--- config.mk ---
export PLATFORM = sky130hd
export DESIGN_NAME = data_storer
export DESIGN_NICKNAME = d
export VERILOG_FILES = /design/src/rtl/data_storer.sv
export SDC_FILE = /design/constraint.sdc
export NUM_CORES = 2
export LEC_CHECK = 0
export CAP_MARGIN = 30
export CELL_PAD_IN_SITES_DETAIL_PLACEMENT = 2
export CELL_PAD_IN_SITES_GLOBAL_PLACEMENT = 2
export CORE_AREA = 5 5 491 493
export CTS_CLUSTER_DIAMETER = 30
export CTS_CLUSTER_SIZE = 10
export DETAILED_ROUTE_END_ITERATION = 10
export DIE_AREA = 0 0 496 498
export PLACE_DENSITY_LB_ADDON = 0.1
export SLEW_MARGIN = 10
export SYNTH_ARGS = -nofsm -noshare
export SYNTH_HDL_FRONTEND = slang
export SYNTH_SLANG_ARGS = --single-unit
--- constraint.sdc ---
create_clock -name clk -period 5.1 [get_ports clk]
set_clock_uncertainty 0.15 [all_clocks]
set_input_delay 0.765 -clock clk [delete_from_list [all_inputs] [get_ports clk]]
set_output_delay 0.765 -clock clk [all_outputs]
set_load 0.01 [all_outputs]
--- src/rtl/data_storer.sv ---
// data_storer: drains a fixed region of one core's data memory to external
// memory. Each line is 16 words read from data memory, packed into 512 bits
// and sent as one single-beat Avalon-MM write.
//
// Ports:
//   clk, reset          clock; synchronous active-low reset
//   kick, busy          start request (taken in IDLE); busy = busy_reg | kick
//   memory_base_addr    external byte address of line 0 (latched on kick)
//   target_core         core whose data memory is drained (latched on kick)
//   data_addr, data_din data-memory read port; read data lags address by 1
//   m0_*                Avalon-MM master (writes only, burst of 1)
module data_storer #(
   parameter int CORES       = 4,
   parameter int DMEM_DEPTH  = 14,
   parameter int STORE_BYTES = 8192
) (
   input  logic                                 clk,
   input  logic                                 reset,
   input  logic                                 kick,
   output logic                                 busy,
   input  logic [63:0]                          memory_base_addr,
   input  logic [$clog2(CORES)-1:0]             target_core,
   output logic [$clog2(CORES)+DMEM_DEPTH+1:0]  data_addr,
   input  logic [31:0]                          data_din,
   input  logic                                 m0_waitrequest,
   input  logic [511:0]                         m0_readdata,
   input  logic                                 m0_readdatavalid,
   output logic [2:0]                           m0_burstcount,
   output logic [511:0]                         m0_writedata,
   output logic [63:0]                          m0_address,
   output logic                                 m0_write,
   output logic                                 m0_read,
   output logic [63:0]                          m0_byteenable,
   output logic                                 m0_debugaccess
);

   localparam int CW     = $clog2(CORES);
   localparam int LINES  = STORE_BYTES / 64;
   localparam int LINE_W = (LINES > 1) ? $clog2(LINES) : 1;
   localparam logic [LINE_W-1:0] LAST_LINE = LINE_W'(LINES - 1);

   typedef enum logic [1:0] {S_IDLE, S_FILL, S_WRITE} state_t;

   state_t               state_q, state_d;
   logic                 busy_q, busy_d;
   logic [LINE_W-1:0]    line_q, line_d;
   logic [4:0]           fill_q, fill_d;
   logic [63:0]          base_q, base_d;
   logic [CW-1:0]        core_q, core_d;
   logic [14:0][31:0]    buf_q, buf_d;
   logic                 wr_q, wr_d;
   logic [63:0]          addr_q, addr_d;
   logic [511:0]         wdata_q, wdata_d;

   logic [DMEM_DEPTH-1:0] word_idx;
   logic [3:0]            slot;
   logic                  unused_inputs;

   assign unused_inputs = ^{m0_readdata, m0_readdatavalid};

   // Word index line*16 + fill; wraps to the data-memory depth.
   assign word_idx = DMEM_DEPTH'({line_q, fill_q[3:0]});
   // Read issued at fill=k returns at fill=k+1, so it lands in slot fill-1.
   assign slot     = 4'(fill_q - 5'd1);

   assign data_addr = (state_q == S_FILL && !fill_q[4]) ? {core_q, word_idx, 2'b00} : '0;

   assign busy           = busy_q | kick;
   assign m0_write       = wr_q;
   assign m0_address     = addr_q;
   assign m0_writedata   = wdata_q;
   assign m0_burstcount  = 3'd1;
   assign m0_read        = 1'b0;
   assign m0_byteenable  = '1;
   assign m0_debugaccess = 1'b0;

   always_comb begin
      state_d = state_q;
      busy_d  = busy_q;
      line_d  = line_q;
      fill_d  = fill_q;
      base_d  = base_q;
      core_d  = core_q;
      buf_d   = buf_q;
      wr_d    = wr_q;
      addr_d  = addr_q;
      wdata_d = wdata_q;
      case (state_q)
         S_IDLE: begin
            if (kick) begin
               base_d  = memory_base_addr;
               core_d  = target_core;
               line_d  = '0;
               fill_d  = '0;
               busy_d  = 1'b1;
               state_d = S_FILL;
            end
         end
         S_FILL: begin
            fill_d = fill_q + 5'd1;
            if (fill_q == 5'd16) begin
               // Slot 15 comes straight from the read port; no extra cycle.
               wdata_d = {data_din, buf_q};
               addr_d  = base_q + 64'({line_q, 6'b0});
               wr_d    = 1'b1;
               state_d = S_WRITE;
            end else if (fill_q != 5'd0) begin
               buf_d[slot] = data_din;
            end
         end
         S_WRITE: begin
            if (!m0_waitrequest) begin
               wr_d = 1'b0;
               if (line_q == LAST_LINE) begin
                  busy_d  = 1'b0;
                  state_d = S_IDLE;
               end else begin
                  line_d  = line_q + 1'b1;
                  fill_d  = '0;
                  state_d = S_FILL;
               end
            end
         end
         default: state_d = S_IDLE;
      endcase
   end

   always_ff @(posedge clk) begin
      if (!reset) begin
         state_q <= S_IDLE;
         busy_q  <= 1'b0;
         line_q  <= '0;
         fill_q  <= '0;
         wr_q    <= 1'b0;
         addr_q  <= '0;
         wdata_q <= '0;
      end else begin
         state_q <= state_d;
         busy_q  <= busy_d;
         line_q  <= line_d;
         fill_q  <= fill_d;
         wr_q    <= wr_d;
         addr_q  <= addr_d;
         wdata_q <= wdata_d;
      end
   end

   // Latched transfer parameters and line buffer carry no reset.
   always_ff @(posedge clk) begin
      base_q <= base_d;
      core_q <= core_d;
      buf_q  <= buf_d;
   end

endmodule

==> metrics.txt <==
status complete, no violations; Min Clock Period, post-route 4020 ps; Psw approximately 6.9 mW; Post-Layout Cell Count 7,893; clk_lat worst skew 940 ps; largest net degree at the start of global routing 124; post-synthesis cell type count 54; post-CTS setup buffer count 0; wire per inst around 25 microns; internal power 25.6 mW; post-synthesis register bit count about 1,100; highest net fanout along the worst path 9; initial DRC count ~1,600; CTS max path bufs 4; HP Class input pin to flip-flop; setup violators final 0; Final Cycle Share 78.8%; Gate Count Post-Synth 3,428; ys async rst share 0%; DIE AREA 247,000 sq um; DRT Pass-1 Iters 7; GRT overflow 0; Via Count 30,400; initial antenna violation count 42; leakage 21.3 nW; Switching Share 21.2%; Final Power 32.5 mW; ratio of total power to cell area 513 nW/um^2; Post-synth EDFFs between 500 and 600; RSZ-0062 raised after global routing false; endpoints failing hold 0; Sink Count 1,138; Final #Nets 5,024; number of cell rows 179; worst hold margin ~120 ps; Seq/Total Area, Yosys 70.1%; Routed WL 199,000 microns; setup_tns 0 ps; clock buffer count from CTS 395; CTS tree built; crit path kind flip-flop to primary output; vias in the first global route 32,200; Worst-Margin Slew roughly 960 ps; arrival time at the worst endpoint 3110 ps; Worst setup SP type flip-flop; Max transition margin 35.6%; Clk pwr share between 60% and 70%; PnR worst setup slack 1080 ps; I/O pin cnt 1,280; Initial Util 17.0%; die height 498 microns; vias per cell 3.85; Total GRT Usage 15.7%; Max-Cap Viols 0; number of H-tree levels 5; Syn. warnings 0; Main synth FF type dfxtp_1; residual DRC count 0; dpl cells 7,163; Core Box Area ~240,000 sq um; required time worst endpoint roughly 4200 ps; Placement Setup Slack 1700 ps; Worst-path clk slew 40 ps; Worst setup EP type primary output; Mean Syn Cell Area 11.8 sq um; fraction of layout instances using a drive strength above 1 15.3%; RD Place Congestion 0.698; chip width ~500 microns; maximum vdd ir drop 0.253 mV; Synth-to-Final Area Change 57.3%; Final HPWL DP 127,000 microns; Port Buffer Count approximately 700; fmax 249 MHz; first-pass GRT wire length about 270,000 microns; clk root buf clkbuf_16; max-slew violations 0; Mapped Area approximately 40,000 sq um; sequential share of power 29.9%; Routed Antenna Nets 0; combinational share of power under 10%
[worst paths after layout]
kind              slack (ps)                        endpoint                           start  cells past startpoint
setup reg to reg        1850            buf_q[292]$_DFFE_PP_          fill_q[0]$_SDFFE_PN0P_                      6
hold / removal           120            buf_q[355]$_DFFE_PP_                     data_din[3]                      1
setup / recovery        1080                    data_addr[8]         state_q[0]$_SDFFE_PN0P_                      5
hold reg to reg          310  m0_writedata[505]$_SDFFE_PN0P_  m0_writedata[505]$_SDFFE_PN0P_                      2
[cell type report]
| cell class | instances | area [sq um] |
|---|---|---|
| flip-flops and latches | 1138 | 28200 |
| inverters | 15 | 56.3 |
| diodes | 20 | 50.0 |
| fillers | 25600 | 173000 |
| multi-input cells | 2072 | 10900 |
| repair buffers | 772 | 7670 |
| clock inverters | 111 | 920 |
| well taps | 3167 | 3960 |
| clock buffers | 598 | 11500 |
[Yosys cell counts (16+ instances only)]
master	count	area (sq um)
a21oi_1	55	275
nand3_1	21	105
xor2_1	16	140
buf_2	47	235
nand2_1	1090	4090
a21boi_0	524	3930
dfxtp_1	592	11900
o21ai_0	58	290
xnor2_1	45	394
edfxtp_1	546	16400
nor2_1	46	173
clkbuf_1	131	492
nor3_1	23	115
buf_4	94	706
[state kept, by name, indices dropped and copies added, names as in the netlist]
signal,cells
core_q,2
base_q,64
busy_q,1
fill_q,5
state_q,2
line_q,7
m0_write,1
buf_q,480
m0_writedata,512
m0_address,64
[critical path: stages, from the launching register on]
cell and delay, ps:
dfxtp_1 510, nand2b_1 260, nor2_1 330, buf_4 280, and2_1 160, clkdlybuf4s50_1 680
[metal layers]
layer	routed length, microns	global-route usage [%]
met1	95000	22.0
met2	77500	21.1
met3	23400	7.80
met4	3490	3.70
met5	109	0
[stage by stage]
step,cell area [sq um],util (%)
6_report,63400,26.8
5_1_grt,63300,26.8
4_1_cts,63300,26.8
3_5_place_dp,50900,21.5
3_3_place_gp,50700,21.5
2_1_floorplan,40600,-
[power groups by stage]
stage               logic, mW  registers, mW  clock network [mW]
floorplan               0.242           9.84                   0
global placement        0.654           9.85                   0
detailed placement      0.663           9.85                   0
CTS                     0.667           9.71                22.7
global route            0.679           9.70                23.3
finish                  0.624           9.71                22.2
[logic make-up (layout without fill, tap and decap cells)]
| group | Yosys count | in the layout | share of synthesized area [%] |
|---|---|---|---|
| adders and majority gates | 15 | 15 | 0.484 |
| other | 2 | 94 | 0.0186 |
| DFF | 1138 | 1138 | 70.1 |
| buffers and inverters | 290 | 1496 | 3.72 |
| and+or+nand+nor | 1255 | 1255 | 12.5 |
| xor gates and xnor gates | 61 | 61 | 1.33 |
| AOI/OAI and AO/OA | 664 | 664 | 11.7 |
| muxes | 3 | 3 | 0.0745 |
[what timing repair did]
| action | CTS | global route |
|---|---|---|
| hold buffers | 1 | 0 |
| gates resized for setup | 0 | 0 |
| hold endpoints to repair | 2 | 0 |
[layout by cell type (no fill, tap or decap), types with 45 or more instances in the layout]
cell	instances
a21boi_0	524
a21oi_1	55
buf_4	56
clkbuf_1	118
clkbuf_16	397
clkbuf_8	83
clkdlybuf4s50_1	659
clkinv_2	67
conb_1	74
dfxtp_1	592
edfxtp_1	546
nand2_1	1089
o21ai_0	58
xnor2_1	45
Note: power is estimated with default switching activity, not from simulation.
